**src/rtl/bcd_addsub_seq.sv**
```systemverilog
// Digit-serial signed BCD add/subtract sequencer: one shared single-digit BCD slice
// processes operands LSD-first, then optionally a second pass recomplements a negative result.
module bcd_addsub_seq #(
  parameter int NDIG = 4
) (
  input  logic              clk,
  input  logic              rst_n,
  input  logic              start,
  input  logic              op,
  input  logic              a_sign,
  input  logic [4*NDIG-1:0] a_bcd,
  input  logic              b_sign,
  input  logic [4*NDIG-1:0] b_bcd,
  output logic              busy,
  output logic              done,
  output logic              res_sign,
  output logic [4*NDIG-1:0] res_bcd,
  output logic              overflow
);

  localparam int W  = 4 * NDIG;
  localparam int CW = (NDIG > 1) ? $clog2(NDIG) : 1;
  localparam logic [CW-1:0] LAST_DIG = CW'(NDIG - 1);

  // CHECK is revisited after PASS2 so the zero rule and final sign are applied in one place
  typedef enum logic [2:0] {
    IDLE  = 3'd0,
    PASS1 = 3'd1,
    CHECK = 3'd2,
    PASS2 = 3'd3,
    DONE  = 3'd4
  } state_t;

  function automatic logic [3:0] nines(input logic [3:0] d);
    nines = 4'd9 - d;
  endfunction

  // Single-digit BCD adder: returns {cout, digit}
  function automatic logic [4:0] bcd_add(input logic [3:0] x, input logic [3:0] y,
                                         input logic cin);
    logic [4:0] t;
    t = {1'b0, x} + {1'b0, y} + {4'b0000, cin};
    if (t > 5'd9) begin
      bcd_add = {1'b1, t[3:0] + 4'd6};
    end else begin
      bcd_add = {1'b0, t[3:0]};
    end
  endfunction

  state_t         state_r, state_s;
  logic           sa_r, sb_r;
  logic [W-1:0]   a_r, b_r, sum_r;
  logic           carry_r;
  logic [CW-1:0]  cnt_r;
  logic           p2_r;
  logic           busy_r, done_r, res_sign_r, overflow_r;
  logic [W-1:0]   res_bcd_r;

  logic [3:0]     x_s, y_s;
  logic           cin_s;
  logic [4:0]     slice_s;
  logic [W-1:0]   sum_nxt_s;
  logic           diff_s, first_s, sum_zero_s;
  logic           fin_sign_s, fin_ovf_s;

  assign diff_s     = sa_r ^ sb_r;
  assign first_s    = (cnt_r == {CW{1'b0}});
  assign sum_zero_s = (sum_r == {W{1'b0}});
  assign slice_s    = bcd_add(x_s, y_s, cin_s);
  assign sum_nxt_s  = W'({slice_s[3:0], sum_r} >> 3'd4);

  // Slice operand selection for the current digit
  always_comb begin
    x_s   = 4'd0;
    y_s   = 4'd0;
    cin_s = 1'b0;
    case (state_r)
      PASS1: begin
        x_s   = (sa_r & ~sb_r) ? nines(a_r[3:0]) : a_r[3:0];
        y_s   = (sb_r & ~sa_r) ? nines(b_r[3:0]) : b_r[3:0];
        cin_s = first_s ? diff_s : carry_r;
      end
      PASS2: begin
        x_s   = nines(sum_r[3:0]);
        y_s   = 4'd0;
        cin_s = first_s ? 1'b1 : carry_r;
      end
      default: begin
        x_s   = 4'd0;
        y_s   = 4'd0;
        cin_s = 1'b0;
      end
    endcase
  end

  // Next-state and final sign/overflow decision
  always_comb begin
    state_s    = state_r;
    fin_sign_s = 1'b0;
    fin_ovf_s  = 1'b0;
    case (state_r)
      IDLE: begin
        if (start) begin
          state_s = PASS1;
        end else begin
          state_s = IDLE;
        end
      end
      PASS1, PASS2: begin
        if (cnt_r == LAST_DIG) begin
          state_s = CHECK;
        end else begin
          state_s = state_r;
        end
      end
      CHECK: begin
        if (p2_r) begin
          fin_sign_s = 1'b1;
          state_s    = DONE;
        end else if (!diff_s) begin
          fin_sign_s = sa_r;
          fin_ovf_s  = carry_r;
          state_s    = DONE;
        end else if (carry_r) begin
          state_s = DONE;
        end else begin
          state_s = PASS2;
        end
      end
      DONE:    state_s = IDLE;
      default: state_s = IDLE;
    endcase
  end

  // State, working registers and registered outputs
  always_ff @(posedge clk) begin
    if (!rst_n) begin
      state_r    <= IDLE;
      sa_r       <= 1'b0;
      sb_r       <= 1'b0;
      a_r        <= {W{1'b0}};
      b_r        <= {W{1'b0}};
      sum_r      <= {W{1'b0}};
      carry_r    <= 1'b0;
      cnt_r      <= {CW{1'b0}};
      p2_r       <= 1'b0;
      busy_r     <= 1'b0;
      done_r     <= 1'b0;
      res_sign_r <= 1'b0;
      res_bcd_r  <= {W{1'b0}};
      overflow_r <= 1'b0;
    end else begin
      state_r <= state_s;
      busy_r  <= (state_s != IDLE);
      done_r  <= (state_s == DONE);
      case (state_r)
        IDLE: begin
          if (start) begin
            sa_r  <= a_sign;
            sb_r  <= b_sign ^ op;
            a_r   <= a_bcd;
            b_r   <= b_bcd;
            cnt_r <= {CW{1'b0}};
            p2_r  <= 1'b0;
          end
        end
        PASS1, PASS2: begin
          if (state_r == PASS1) begin
            a_r <= a_r >> 3'd4;
            b_r <= b_r >> 3'd4;
          end
          sum_r   <= sum_nxt_s;
          carry_r <= slice_s[4];
          cnt_r   <= (cnt_r == LAST_DIG) ? {CW{1'b0}} : cnt_r + CW'(1);
        end
        CHECK: begin
          if (state_s == PASS2) begin
            p2_r <= 1'b1;
          end
        end
        default: begin
          cnt_r <= {CW{1'b0}};
        end
      endcase
      // Results change only as DONE is entered; a magnitude of zero is never negative
      if (state_s == DONE) begin
        res_bcd_r  <= sum_r;
        overflow_r <= fin_ovf_s;
        res_sign_r <= fin_sign_s & ~(sum_zero_s & ~fin_ovf_s);
      end
    end
  end

  assign busy     = busy_r;
  assign done     = done_r;
  assign res_sign = res_sign_r;
  assign res_bcd  = res_bcd_r;
  assign overflow = overflow_r;

endmodule

```
**config.mk**
```make
export PLATFORM = sky130hd
export DESIGN_NAME = bcd_addsub_seq
export DESIGN_NICKNAME = d
export VERILOG_FILES = /design/src/rtl/bcd_addsub_seq.sv
export SDC_FILE = /design/constraint.sdc
export NUM_CORES = 1
export LEC_CHECK = 0
export ABC_AREA = 0
export BUFFER_PORTS_ARGS = -buffer_cell sky130_fd_sc_hd__buf_4
export CAP_MARGIN = 20
export CELL_PAD_IN_SITES_DETAIL_PLACEMENT = 2
export CELL_PAD_IN_SITES_GLOBAL_PLACEMENT = 2
export CORE_MARGIN = 2
export CORE_UTILIZATION = 32
export DETAILED_ROUTE_END_ITERATION = 8
export PLACE_DENSITY = 0.84
export REMOVE_ABC_BUFFERS = 1
export SYNTH_ARGS = -nofsm -noshare
export SYNTH_HDL_FRONTEND = slang
export SYNTH_SLANG_ARGS = --single-unit
```
**constraint.sdc**
```tcl
create_clock -name clk -period 3.95 [get_ports clk]
set_input_delay 0.395 -clock clk [delete_from_list [all_inputs] [get_ports clk]]
set_output_delay 0.395 -clock clk [all_outputs]
set_load 0.01 [all_outputs]
```
==> Flow_metrics.wiki, run 1 <==
{| class="wikitable"
! Metric !! Value
|-
| Number of global-route vias before repair || 3443
|-
| Post-Place Worst Slack || roughly 0.71 ns
|-
| Area of the die || around 12000 µm²
|-
| Share of cells above drive strength 1 || between 10% and 20%
|-
| Most frequent cells in the layout || 115 x sky130_fd_sc_hd__nand2_1, 77 x sky130_fd_sc_hd__dfxtp_1, 62 x sky130_fd_sc_hd__buf_4, 54 x sky130_fd_sc_hd__nor2_1, 34 x sky130_fd_sc_hd__a21oi_1
|-
| Number of gates resized after cts || 0
|-
| Net switching power figure || 0.477 mW
|-
| Clk sinks || 77
|-
| Relative contribution of sequential cells to total power || 50.8%
|-
| Minimum clock period || ~3.2 ns
|-
| Pin count of the biggest net entering global routing || 49
|-
| TritonCTS clock tree || done
|-
| # Max-Cap Violations || 0
|-
| Global-route wire length before repair || 16.3 mm
|-
| Worst slew margin relative to its limit || 46.6%
|-
| Number of library cell types mapped by synthesis || 40
|-
| Final wirelength || 9.72 mm
|-
| Placeable Area || 10400 µm²
|-
| Maximum clock insertion buffer count || 2
|-
| Number of enable-type register cells in the synthesized netlist || 0
|-
| Routed wire per std cell || ~16 µm
|-
| Clock buffer count from CTS || 9
|-
| Final net count || around 530
|-
| Mean number of vias per cell || 5.05
|-
| Number of fill cells in the layout || about 1200
|-
| Post-detailed-route count of antenna-violating nets || 0
|-
| H-Tree Depth || 3
|-
| Post-Place Cell Area || 3950 µm²
|-
| Clock group share of total power || 33.9%
|-
| Diode count || 0
|-
| Endpoint class of the critical path || register
|-
| Number of pins with negative max-slew slack in the final report || 0
|-
| Total congestion overflow after global routing || 0
|-
| Sequential cell area fraction in the yosys report || 44.9%
|-
| Cell area power density || 405 nW/µm²
|-
| Placed wire-length estimate after detailed placement || 7.00 mm
|-
| Std-Cell Rows || 37
|-
| Gate Count Post-Synth || 432
|-
| Type of origin of the critical path || register
|-
| Initial antenna violation count || 0
|-
| Util after Layout || 39.9%
|-
| Netlist area before placement || 3430 µm²
|-
| Setup slack after layout || 0.718 ns
|-
| Combinational fraction of design power || between 10% and 20%
|-
| Most common library cell in the layout ignoring fill and taps || sky130_fd_sc_hd__nand2_1
|-
| Setup TNS || 0 ns
|-
| Maximum clock rate || 309 MHz
|-
| Total I/O pin count || 58
|-
| DRC violation total after the first TritonRoute iteration || 49
|-
| Avg Inst Size Synth || ~8.0 µm²
|-
| Final design area excluding fillers || roughly 4100 µm²
|-
| Arrival @ worst endpoint || 3.49 ns
|-
| DRC Markers || 0
|-
| Clock root buffer || sky130_fd_sc_hd__clkbuf_8
|-
| Final Cycle Share || just over 80%
|-
| WHS || 0.289 ns
|-
| Outcome || finished clean
|-
| Sw Ratio || 28.5%
|-
| Relative area change from synthesis to final layout || 20.4%
|-
| Maximum clock skew at final layout || 0.0137 ns
|-
| Hold WC Path Type || in -> reg
|-
| Vias after detailed routing || 3108
|-
| Startpoint-to-endpoint class of the critical path || reg -> reg
|-
| Number of buffers inserted by port buffering || 57
|-
| Die outline height || roughly 110 µm
|-
| Total of flip-flops plus latches after synthesis || 77
|-
| Async set or reset register ratio after synthesis || 0%
|-
| Worst path required time || about 4.2 ns
|-
| Post-CTS setup buffer count || 0
|-
| Static leakage || 1.65 nW
|-
| Crit-path max FO || 13
|-
| Worst IR drop on VDD || 0.147 mV
|-
| Insertion delay to the later sink of the worst-skew pair || ~0.36 ns
|-
| RSZ-0062 raised after global routing || no
|-
| Die W || 108 µm
|-
| CTS Hold Bufs || 0
|-
| Final number of hold-violating endpoints || 0
|-
| Starting Density || roughly a third
|-
| Transition time at the pin with the least slew margin || 0.800 ns
|-
| Number of iterations in the first detailed-routing pass || 4
|-
| Most instantiated flip-flop cell in the synthesis netlist || sky130_fd_sc_hd__dfxtp_1
|-
| Clock slew seen by the registers of the worst setup and hold paths || roughly 0.08 ns
|-
| Final setup fails || 0
|-
| Aggregate global-route resource usage || between 10% and 20%
|-
| Final weighted congestion in routability-driven placement || roughly 0.8
|-
| Total internal power || 1.20 mW
|-
| YS warnings || 0
|}
==> cell usage after synthesis (2+ instances only) <==
| cell | instances | area, µm² |
|---|---|---|
| sky130_fd_sc_hd__ha_1 | 12 | 150 |
| sky130_fd_sc_hd__buf_1 | 3 | 11.3 |
| sky130_fd_sc_hd__nand2b_1 | 3 | 18.8 |
| sky130_fd_sc_hd__o21ai_0 | 4 | 20.0 |
| sky130_fd_sc_hd__mux2i_1 | 4 | 40.0 |
| sky130_fd_sc_hd__xor2_1 | 3 | 26.3 |
| sky130_fd_sc_hd__a21o_2 | 2 | 17.5 |
| sky130_fd_sc_hd__inv_1 | 12 | 45.0 |
| sky130_fd_sc_hd__nand2_1 | 115 | 432 |
| sky130_fd_sc_hd__a22oi_1 | 9 | 67.6 |
| sky130_fd_sc_hd__a311oi_1 | 24 | 210 |
| sky130_fd_sc_hd__nand3b_1 | 2 | 15.0 |
| sky130_fd_sc_hd__nor4_1 | 4 | 25.0 |
| sky130_fd_sc_hd__a31oi_1 | 2 | 12.5 |
| sky130_fd_sc_hd__o211ai_1 | 3 | 22.5 |
| sky130_fd_sc_hd__dfxtp_1 | 77 | 1540 |
| sky130_fd_sc_hd__or3_1 | 3 | 18.8 |
| sky130_fd_sc_hd__xnor2_1 | 4 | 35.0 |
| sky130_fd_sc_hd__fa_1 | 2 | 40.0 |
| sky130_fd_sc_hd__nand4_1 | 2 | 12.5 |
| sky130_fd_sc_hd__nor2_1 | 54 | 203 |
| sky130_fd_sc_hd__buf_2 | 12 | 60.1 |
| sky130_fd_sc_hd__clkbuf_1 | 14 | 52.6 |
| sky130_fd_sc_hd__nor2b_1 | 2 | 12.5 |
| sky130_fd_sc_hd__nand3_1 | 3 | 15.0 |
| sky130_fd_sc_hd__nor3_1 | 7 | 35.0 |
| sky130_fd_sc_hd__a211oi_1 | 4 | 30.0 |
| sky130_fd_sc_hd__a21oi_1 | 34 | 170 |
==> area by class of cell <==
type	instances	area (µm²)	area share, %
Multi-Input combinational cell	313	1730	41.7
Sequential cell	77	1540	37.3
Timing Repair Buffer	62	465	11.3
Tap cell	136	170	4.11
Clock buffer	12	165	3.99
Inverter	13	48.8	1.18
Clock inverter	3	20.0	0.484
==> kinds of logic after synthesis <==
kind of cell	share of synthesized area [%]
flip-flops	44.9
buffers and inverters	5.03
adder cells (fa/ha/maj)	5.54
multiplexers	1.17
AND/OR/NAND/NOR	24.6
XOR/XNOR	1.79
AO/OA/AOI/OAI	17.0
==> routing by layer <==
metal | track usage, % | share of wire [%] | vias up
met3 | 3.03 | 3.0 | 11
li1 | - | - | 1554
met1 | 20.7 | 45 | 1488
met4 | 7.69 | 1.5 | 0
met5 | 0 | 0 | -
met2 | 33.2 | 51 | 55
==> sequential cells by signal (all words and copies together), names as in the netlist <==
register / cells
carry_r: 1
sum_r: 16
sa_r: 1
sb_r: 1
res_bcd: 16
b_r: 16
overflow: 1
a_r: 16
busy: 1
state_r: 3
done: 1
res_sign: 1
cnt_r: 2
p2_r: 1
==> power by group through the flow <==
| stage | sequential, mW | clock, mW | combinational [mW] |
|---|---|---|---|
| 6_report | 0.851 | 0.568 | 0.255 |
| 5_1_grt | 0.857 | 0.626 | 0.290 |
| 4_1_cts | 0.852 | 0.593 | 0.261 |
| 3_5_place_dp | 0.870 | 0 | 0.259 |
| 3_3_place_gp | 0.866 | 0 | 0.243 |
| 2_1_floorplan | 0.860 | 0 | 0.163 |
==> final timing paths <==
path                             from                       end  slack [ns]  cells after the start
max             state_r[0]$_SDFF_PN0_    sum_r[13]$_SDFFE_PN0N_        0.72                     12
min                         b_bcd[13]      b_r[13]$_SDFFE_PN0P_        0.29                      3
max reg2reg     state_r[0]$_SDFF_PN0_    sum_r[13]$_SDFFE_PN0N_        0.72                     12
min reg2reg  res_bcd[12]$_SDFFE_PN0P_  res_bcd[12]$_SDFFE_PN0P_        0.46                      2
==> per-stage QoR <==
step                      total power [mW]  instances
final                                 1.67        616
after global routing                  1.77        616
after CTS                             1.71        616
after detailed placement              1.13        601
after global placement                1.11        601
after floorplan                       1.02        403
==> critical path, stage by stage (launching register included) <==
cell and delay, ns:
sky130_fd_sc_hd__dfxtp_1 0.50, sky130_fd_sc_hd__nand2b_2 0.23, sky130_fd_sc_hd__nor2_1 0.22, sky130_fd_sc_hd__nand2_1 0.11
sky130_fd_sc_hd__fa_1 0.41, sky130_fd_sc_hd__inv_1 0.08, sky130_fd_sc_hd__fa_1 0.45, sky130_fd_sc_hd__inv_1 0.11
sky130_fd_sc_hd__ha_1 0.19, sky130_fd_sc_hd__a22oi_1 0.11, sky130_fd_sc_hd__a31oi_1 0.42, sky130_fd_sc_hd__nand4_1 0.16
sky130_fd_sc_hd__o311ai_0 0.13
No activity file was read; power rests on OpenSTA's default activity.
==> inputs of run 2 (changes only) <==
- CORE_UTILIZATION: 32 -> 29
- PLACE_DENSITY: 0.84 -> 0.81
- clock period: 3.95 -> 2.8 ns (I/O delays scaled with it)
==> run 2 against run 1 <==
Combinational power is 82% higher. Global-route usage shrank 1.3 points. Highest routed layer unchanged. Count of clock-buffer cells in the layout shrank 2. Critical endpoint is now sum_r[14]$_SDFFE_PN0N_. The flow now finishes with violations (setup timing).
==> Flow_metrics.wiki, run 2 (synthesis results as in run 1) <==
{| class="wikitable"
! Metric !! Value
|-
| Outcome || finished with violations
|-
| Violated checks || setup timing
|-
| Reg-to-Reg Start || sb_r$_SDFFE_PN0P_
|-
| Minimum clock period || 2.94 ns (-0.291 ns)
|-
| Number of global-route vias before repair || 3607 (+4.8%)
|-
| Clock slew seen by the registers of the worst setup and hold paths || 0.06 ns (-0.02 ns)
|-
| Worst IR drop on VDD || 0.360 mV (+140%)
|-
| Number of iterations in the first detailed-routing pass || 4 (unchanged)
|-
| Share of cells above drive strength 1 || 26.0% (+8.5 points)
|-
| Number of cells on the worst hold path || 3 (unchanged)
|-
| H-Tree Depth || 3 (unchanged)
|-
| # Max-Cap Violations || 0 (unchanged)
|-
| Final wirelength || 10.7 mm (+10%)
|-
| Final Cycle Share || 105% (+23 points)
|-
| Hold WC Path Type || in -> reg
|-
| Power consumption || 2.97 mW (+78%)
|-
| Clock root buffer || sky130_fd_sc_hd__clkbuf_16
|-
| RSZ-0062 raised after global routing || yes
|-
| Final setup fails || 4 (+4)
|-
| Std-Cell Rows || 39 (+5.4%)
|-
| Final design area excluding fillers || 4610 µm² (+11%)
|-
| Static leakage || 1.85 nW (+12%)
|-
| DRC Markers || 0 (unchanged)
|-
| Worst Reg2Reg Path Length in Cells || 15 (+3)
|-
| Most common library cell in the layout ignoring fill and taps || sky130_fd_sc_hd__nand2_1
|-
| Post-Place Cell Area || 4060 µm² (+2.8%)
|-
| Mean number of vias per cell || 5.08 (+0.76%)
|-
| Type of origin of the critical path || register
|-
| WHS || 0.203 ns (-0.0858 ns)
|-
| Vias after detailed routing || 3284 (+5.7%)
|-
| Pin count of the biggest net entering global routing || 49 (unchanged)
|-
| Global-route wire length before repair || 17.3 mm (+6.0%)
|-
| Worst reg-to-reg setup slack || -0.14 ns (-0.86 ns)
|-
| Placeable Area || 11500 µm² (+11%)
|-
| TritonCTS clock tree || done
|-
| Number of pins with negative max-slew slack in the final report || 0 (unchanged)
|-
| Cell area power density || 646 nW/µm² (+60%)
|-
| Maximum clock rate || 340 MHz (+9.9%)
|-
| DRC violation total after the first TritonRoute iteration || 63 (+29%)
|-
| Starting Density || 30.0% (-3.2 points)
|-
| Placed wire-length estimate after detailed placement || 7.07 mm (+1.1%)
|-
| Total I/O pin count || 58 (unchanged)
|-
| Number of buffers inserted by port buffering || 57 (unchanged)
|-
| Total congestion overflow after global routing || 0 (unchanged)
|-
| Final weighted congestion in routability-driven placement || 0.813 (-0.87%)
|-
| Die outline height || 113 µm (+4.9%)
|-
| Crit-path max FO || 3 (-10)
|-
| Maximum clock skew at final layout || 0.00705 ns (-0.00660 ns)
|-
| Transition time at the pin with the least slew margin || 0.660 ns (-0.141 ns)
|-
| Relative area change from synthesis to final layout || 34.1%
|-
| Final number of hold-violating endpoints || 0 (unchanged)
|-
| Endpoint class of the critical path || register
|-
| Critical R2R Capture || sum_r[14]$_SDFFE_PN0N_
|-
| Most frequent cells in the layout || 114 x sky130_fd_sc_hd__nand2_1, 83 x sky130_fd_sc_hd__buf_4, 72 x sky130_fd_sc_hd__dfxtp_1, 52 x sky130_fd_sc_hd__nor2_1, 33 x sky130_fd_sc_hd__a21oi_1
|-
| Arrival @ worst endpoint || 3.16 ns (-0.33 ns)
|-
| Util after Layout || 40.2% (+0.27 points)
|-
| Setup slack after layout || -0.141 ns (-0.859 ns)
|-
| Diode count || 0 (unchanged)
|-
| Startpoint-to-endpoint class of the critical path || reg -> reg
|-
| Post-detailed-route count of antenna-violating nets || 0 (unchanged)
|-
| Die W || 113 µm (+4.9%)
|-
| Worst path required time || 3.02 ns (-1.18 ns)
|-
| Routed wire per std cell || 16.6 µm (+5.3%)
|-
| Initial antenna violation count || 0 (unchanged)
|-
| Maximum clock insertion buffer count || 2 (unchanged)
|-
| Clock buffer count from CTS || 9 (unchanged)
|-
| Insertion delay to the later sink of the worst-skew pair || 0.34 ns (-0.02 ns)
|-
| Endpoint of the worst hold-timing path || a_r[13]$_SDFFE_PN0P_
|-
| Area of the die || 12700 µm² (+9.9%)
|-
| Clk sinks || 77 (unchanged)
|-
| Startpoint of the lowest-slack hold path || a_bcd[13]
|-
| Final net count || 551 (+4.4%)
|-
| Worst slew margin relative to its limit || 56.0% (+9.4 points)
|-
| Number of fill cells in the layout || 1294 (+4.9%)
|-
| Aggregate global-route resource usage || 16.9% (-1.3 points)
|}
## run 2: per-layer routing
metal  up-vias  part of all wire [%]  track usage [%]
li1       1607                     -                -
met3        21                   3.5             3.91
met1      1589                    42             19.2
met2        67                    52             30.7
met4         0                   2.8             6.26
met5         -                     0                0
## run 2: where the power goes
part / switching, mW / internal [mW] / total, mW
Sequential: 0.0444 / 1.16 / 1.20
Clock: 0.446 / 0.863 / 1.31
Combinational: 0.256 / 0.207 / 0.463
## run 2: final cells by class
type | instances | area, µm² | area share, %
inverter | 13 | 51.3 | 1.11
timing repair buffer | 85 | 646 | 14.0
clock buffer | 10 | 229 | 4.97
sequential | 77 | 1550 | 33.7
clock inverter | 5 | 100 | 2.17
multi-input combinational | 313 | 1850 | 40.1
tap | 143 | 179 | 3.88
## run 2: critical path, cell delays in order, from the launching register on
cell                       delay [ns]
sky130_fd_sc_hd__dfxtp_4         0.38
sky130_fd_sc_hd__inv_4           0.05
sky130_fd_sc_hd__ha_4            0.16
sky130_fd_sc_hd__xor2_1          0.14
sky130_fd_sc_hd__o211ai_1        0.23
sky130_fd_sc_hd__fa_2            0.27
sky130_fd_sc_hd__inv_2           0.05
sky130_fd_sc_hd__fa_2            0.57
sky130_fd_sc_hd__inv_2           0.08
sky130_fd_sc_hd__ha_4            0.17
sky130_fd_sc_hd__a22oi_2         0.20
sky130_fd_sc_hd__a31oi_2         0.13
sky130_fd_sc_hd__buf_4           0.18
sky130_fd_sc_hd__buf_6           0.11
sky130_fd_sc_hd__nand2_2         0.04
sky130_fd_sc_hd__o211ai_1        0.07
## run 2: worst max-delay path by stage
| stage | start | endpoint | slack, ns | depth (start not counted) |
|---|---|---|---|---|
| final | sb_r$_SDFFE_PN0P_ | sum_r[14]$_SDFFE_PN0N_ | -0.14 | 15 |
| after global routing | sb_r$_SDFFE_PN0P_ | sum_r[13]$_SDFFE_PN0N_ | -0.26 | 14 |
| after CTS | sb_r$_SDFFE_PN0P_ | sum_r[14]$_SDFFE_PN0N_ | -0.14 | 15 |
| after detailed placement | sa_r$_SDFFE_PN0P_ | sum_r[13]$_SDFFE_PN0N_ | -0.31 | 14 |
| after global placement | sb_r$_SDFFE_PN0P_ | sum_r[13]$_SDFFE_PN0N_ | -0.05 | 14 |
| after floorplan | state_r[0]$_SDFF_PN0_ | sum_r[13]$_SDFFE_PN0N_ | -1.55 | 11 |
## run 2: stage by stage
step,std cells,setup WS [ns],TNS (ns)
after global placement,621,-0.0453,-0.0453
after global routing,646,-0.256,-0.887
after CTS,642,-0.144,-0.393
final,646,-0.141,-0.386
after floorplan,403,-1.55,-6.13
after detailed placement,621,-0.311,-0.860
## run 2: what timing repair did
action / CTS / global route
buffers inserted: 6 / 3
pin swaps: 13 / 12
resized for setup: 25 / 10
hold buffers: 0 / 0
endpoints found under the setup margin: 4 / 4
==> inputs of run 3 (changes only) <==
- ABC_AREA: 0 -> 1
- CORE_UTILIZATION: 29 -> 30
- CTS_BUF_LIST: not set -> sky130_fd_sc_hd__clkbuf_4 sky130_fd_sc_hd__clkbuf_8
- PLACE_DENSITY: 0.81 -> 0.84
==> run 3 against run 2 <==
The flow now finishes without violations. Sequential power hardly changed. Critical path depth increased by 4. Maximum frequency rose by 7.3%. Cell count is 6.5% higher. Clock power down 41%. Wire length fell by 0.80%. Global-route usage grew 0.50 points. Worst setup slack better by 0.20 ns. Clock skew up 0.0019 ns. Register-to-register slack improved by 0.20 ns. Worst hold slack got worse by 0.017 ns. Critical path type unchanged. Critical endpoint is now sum_r[15]$_SDFFE_PN0N_. Largest cell class unchanged.
==> Flow_metrics.wiki, run 3 <==
{| class="wikitable"
! Metric !! Value
|-
| Total congestion overflow after global routing || 0 (unchanged)
|-
| Diode count || 0 (unchanged)
|-
| Endpoint class of the critical path || register
|-
| Number of enable-type register cells in the synthesized netlist || 0 (unchanged)
|-
| Async set or reset register ratio after synthesis || 0% (unchanged)
|-
| Type of origin of the critical path || register
|-
| Share of cells above drive strength 1 || 25.0% (-1.1 points)
|-
| Critical R2R Capture || sum_r[15]$_SDFFE_PN0N_
|-
| Routed wire per std cell || 15.5 µm (-6.9%)
|-
| Hold WC Path Type || in -> reg
|-
| # Max-Cap Violations || 0 (unchanged)
|-
| Transition time at the pin with the least slew margin || 0.944 ns (+0.284 ns)
|-
| Yosys top cell area share || 43.5% (-1.4 points)
|-
| Setup TNS || 0 ns (+0.386 ns)
|-
| Pin count of the biggest net entering global routing || 57 (+16%)
|-
| Number of pins with negative max-slew slack in the final report || 0 (unchanged)
|-
| Largest delay share family, worst path || adder cells
|-
| Clk sinks || 77 (unchanged)
|-
| Global-route wire length before repair || 17.6 mm (+1.9%)
|-
| Most common library cell in the layout ignoring fill and taps || sky130_fd_sc_hd__buf_4
|-
| Number of library cell types mapped by synthesis || 33 (-18%)
|-
| Die W || 113 µm (about the same)
|-
| Placeable Area || 11500 µm² (unchanged)
|-
| Placed wire-length estimate after detailed placement || 7.54 mm (+6.6%)
|-
| Number of iterations in the first detailed-routing pass || 4 (unchanged)
|-
| Netlist area before placement || 3550 µm² (+3.2%)
|-
| Clock buffer count from CTS || 9 (unchanged)
|-
| Placed instance count || 665 (+7.1%)
|-
| Mean number of vias per cell || 4.98 (-2.0%)
|-
| Clock slew seen by the registers of the worst setup and hold paths || 0.08 ns (+0.02 ns)
|-
| Area of the die || 12700 µm² (-0.19%)
|-
| TritonCTS clock tree || done
|-
| Launching instance or port of the critical path || sb_r$_SDFFE_PN0P_
|-
| Most frequent cells in the layout || 78 x sky130_fd_sc_hd__buf_4, 75 x sky130_fd_sc_hd__dfxtp_1, 69 x sky130_fd_sc_hd__nand2_1, 65 x sky130_fd_sc_hd__nor2_1, 58 x sky130_fd_sc_hd__o21ai_0
|-
| DRC Markers || 0 (unchanged)
|-
| Outcome || finished clean
|-
| Setup slack after layout || 0.0600 ns (+0.201 ns)
|-
| Final design area excluding fillers || 4460 µm² (-3.3%)
|-
| Final weighted congestion in routability-driven placement || 0.771 (-5.1%)
|-
| Final setup fails || 0 (-4)
|-
| H-Tree Depth || 3 (unchanged)
|-
| Post-Place Cell Area || 4130 µm² (+1.6%)
|-
| Worst IR drop on VDD || 0.276 mV (-23%)
|-
| Cell types with the largest area share after synthesis || sky130_fd_sc_hd__dfxtp_1 43%, sky130_fd_sc_hd__o21ai_0 8.3%, sky130_fd_sc_hd__nand2_1 8.0%, sky130_fd_sc_hd__nor2_1 6.9%, sky130_fd_sc_hd__a21oi_1 5.9%
|-
| Top post-synthesis cells by count || 77 x sky130_fd_sc_hd__dfxtp_1, 76 x sky130_fd_sc_hd__nand2_1, 65 x sky130_fd_sc_hd__nor2_1, 59 x sky130_fd_sc_hd__o21ai_0, 42 x sky130_fd_sc_hd__a21oi_1
|-
| Worst slew margin relative to its limit || 37.0% (-19 points)
|-
| DRC violation total after the first TritonRoute iteration || 78 (+24%)
|-
| Worst reg-to-reg setup slack || 0.06 ns (+0.20 ns)
|-
| Arrival @ worst endpoint || 3.01 ns (-0.15 ns)
|-
| Aggregate global-route resource usage || 17.4% (+0.50 points)
|-
| Post-detailed-route count of antenna-violating nets || 0 (unchanged)
|-
| Post-Place Worst Slack || -0.275 ns (+0.0361 ns)
|-
| Largest stage delay, worst path || 0.37 ns (-0.20 ns)
|-
| Startpoint-to-endpoint class of the critical path || reg -> reg
|-
| Reg area || 1550 µm² (-0.40%)
|-
| Worst Reg2Reg Path Length in Cells || 19 (+4)
|-
| Cell with the most instances after synthesis || sky130_fd_sc_hd__dfxtp_1
|-
| WHS || 0.186 ns (-0.0165 ns)
|-
| Depth of the critical timing path with buffers and inverters included || 19 (+4)
|-
| Clock root buffer || sky130_fd_sc_hd__clkbuf_8
|-
| Insertion delay to the later sink of the worst-skew pair || 0.37 ns (+0.03 ns)
|-
| Cell area power density || 565 nW/µm² (-12%)
|-
| Crit-path max FO || 2 (-1)
|-
| Die outline height || 113 µm (about the same)
|-
| Vias after detailed routing || 3426 (+4.3%)
|-
| CTS Hold Bufs || 0 (unchanged)
|-
| Cell breakdown of the critical path || inv_2 > ha_4 > or2_4 > a32oi_2 > fa_2 > inv_2 > fa_2 > inv_2 > nand2_2 > nand2_2 > inv_2 > ha_4 > buf_4 > nand3_1 > nand2_1 > nand2_1 > nand3_1 > nand2_1 > inv_1
|-
| Static leakage || 1.92 nW (+3.8%)
|-
| YS warnings || 0 (unchanged)
|-
| Capturing element of the worst setup path || sum_r[15]$_SDFFE_PN0N_
|-
| Number of fill cells in the layout || 1329 (+2.7%)
|-
| Gate Count Post-Synth || 476 (+10%)
|-
| Starting Density || 30.9% (+0.97 points)
|-
| Maximum clock skew at final layout || 0.00892 ns (+0.00187 ns)
|-
| Multi-input combinational cell area || 1790 µm² (-2.9%)
|-
| Final Cycle Share || 97.9% (-7.2 points)
|-
| Power consumption || 2.52 mW (-15%)
|-
| Most instantiated flip-flop cell in the synthesis netlist || sky130_fd_sc_hd__dfxtp_1
|-
| Final wirelength || 10.6 mm (-0.80%)
|-
| Final number of hold-violating endpoints || 0 (unchanged)
|-
| Number of global-route vias before repair || 3645 (+1.1%)
|-
| Util after Layout || 38.9% (-1.3 points)
|-
| Sequential cell area fraction in the yosys report || 43.5% (-1.4 points)
|-
| Relative area change from synthesis to final layout || 25.7%
|-
| Final net count || 593 (+7.6%)
|-
| Minimum clock period || 2.74 ns (-0.201 ns)
|-
| Reg-to-Reg Start || sb_r$_SDFFE_PN0P_
|-
| Cell type with the highest aggregate area in the netlist || sky130_fd_sc_hd__dfxtp_1
|-
| Maximum clock rate || 365 MHz (+7.3%)
|-
| Initial antenna violation count || 0 (unchanged)
|-
| Worst path required time || 3.07 ns (+0.05 ns)
|-
| Avg Inst Size Synth || 7.45 µm² (-6.3%)
|-
| Final cell count without fillers || 688 (+6.5%)
|-
| Std-Cell Rows || 39 (unchanged)
|-
| Cell with the largest stage delay on the worst path || sky130_fd_sc_hd__fa_2
|-
| Number of buffers inserted by port buffering || 57 (unchanged)
|-
| Total of flip-flops plus latches after synthesis || 77 (unchanged)
|-
| RSZ-0062 raised after global routing || yes
|-
| Total I/O pin count || 58 (unchanged)
|-
| Critical path buffers and inverters || 6 (+1)
|-
| Maximum clock insertion buffer count || 2 (unchanged)
|-
| Most used cell, CP || sky130_fd_sc_hd__inv_2
|}
## run 3: kinds of logic after synthesis
group	synth area share (%)
AOI/OAI and AO/OA	20.7
adders and majority gates	5.36
and+or+nand+nor	21.2
buffers and inverters	8.47
xor gates and xnor gates	0.741
DFF	43.5
## run 3: cell type report
type,count,share of cell area [%]
sequential,77,34.7
clock inverter,2,0.225
multi-input combinational,329,40.3
clock buffer,13,3.59
tap,143,4.02
inverter,45,3.79
timing repair buffer,79,13.4
## run 3: what timing repair did
item | CTS | global route
gates resized for setup | 22 | 10
setup buffers | 6 | 3
endpoints found under the setup margin | 4 | 4
pin swaps | 7 | 12
## run 3: power breakdown
group	internal, mW	switching, mW
clock	0.369	0.400
combinational	0.217	0.313
sequential	1.17	0.0465
total	1.76	0.760
## run 3: worst min-delay path by stage
stage                                    from                  endpoint  slack (ns)  cells past startpoint
after floorplan                         rst_n  res_bcd[10]$_SDFFE_PN0P_        0.42                      2
after global placement    b_r[8]$_SDFFE_PN0P_       b_r[8]$_SDFFE_PN0P_        0.43                      2
after detailed placement  b_r[5]$_SDFFE_PN0P_       b_r[5]$_SDFFE_PN0P_        0.45                      2
after CTS                            a_bcd[8]       a_r[8]$_SDFFE_PN0P_        0.17                      3
after global routing                 a_bcd[4]       a_r[4]$_SDFFE_PN0P_        0.18                      3
final                                a_bcd[8]       a_r[8]$_SDFFE_PN0P_        0.19                      3
## run 3: layer usage
layer	track usage, %	up-vias	part of all wire [%]
li1	-	1701	-
met4	6.42	0	1.9
met3	4.02	15	4.1
met1	20.2	1650	43
met2	31.1	60	51
met5	0	-	0
## run 3: tightest hold or removal path, cell delays in order
cell and delay [ns]:
sky130_fd_sc_hd__buf_4 0.11, sky130_fd_sc_hd__nand2_1 0.05, sky130_fd_sc_hd__a31oi_1 0.07
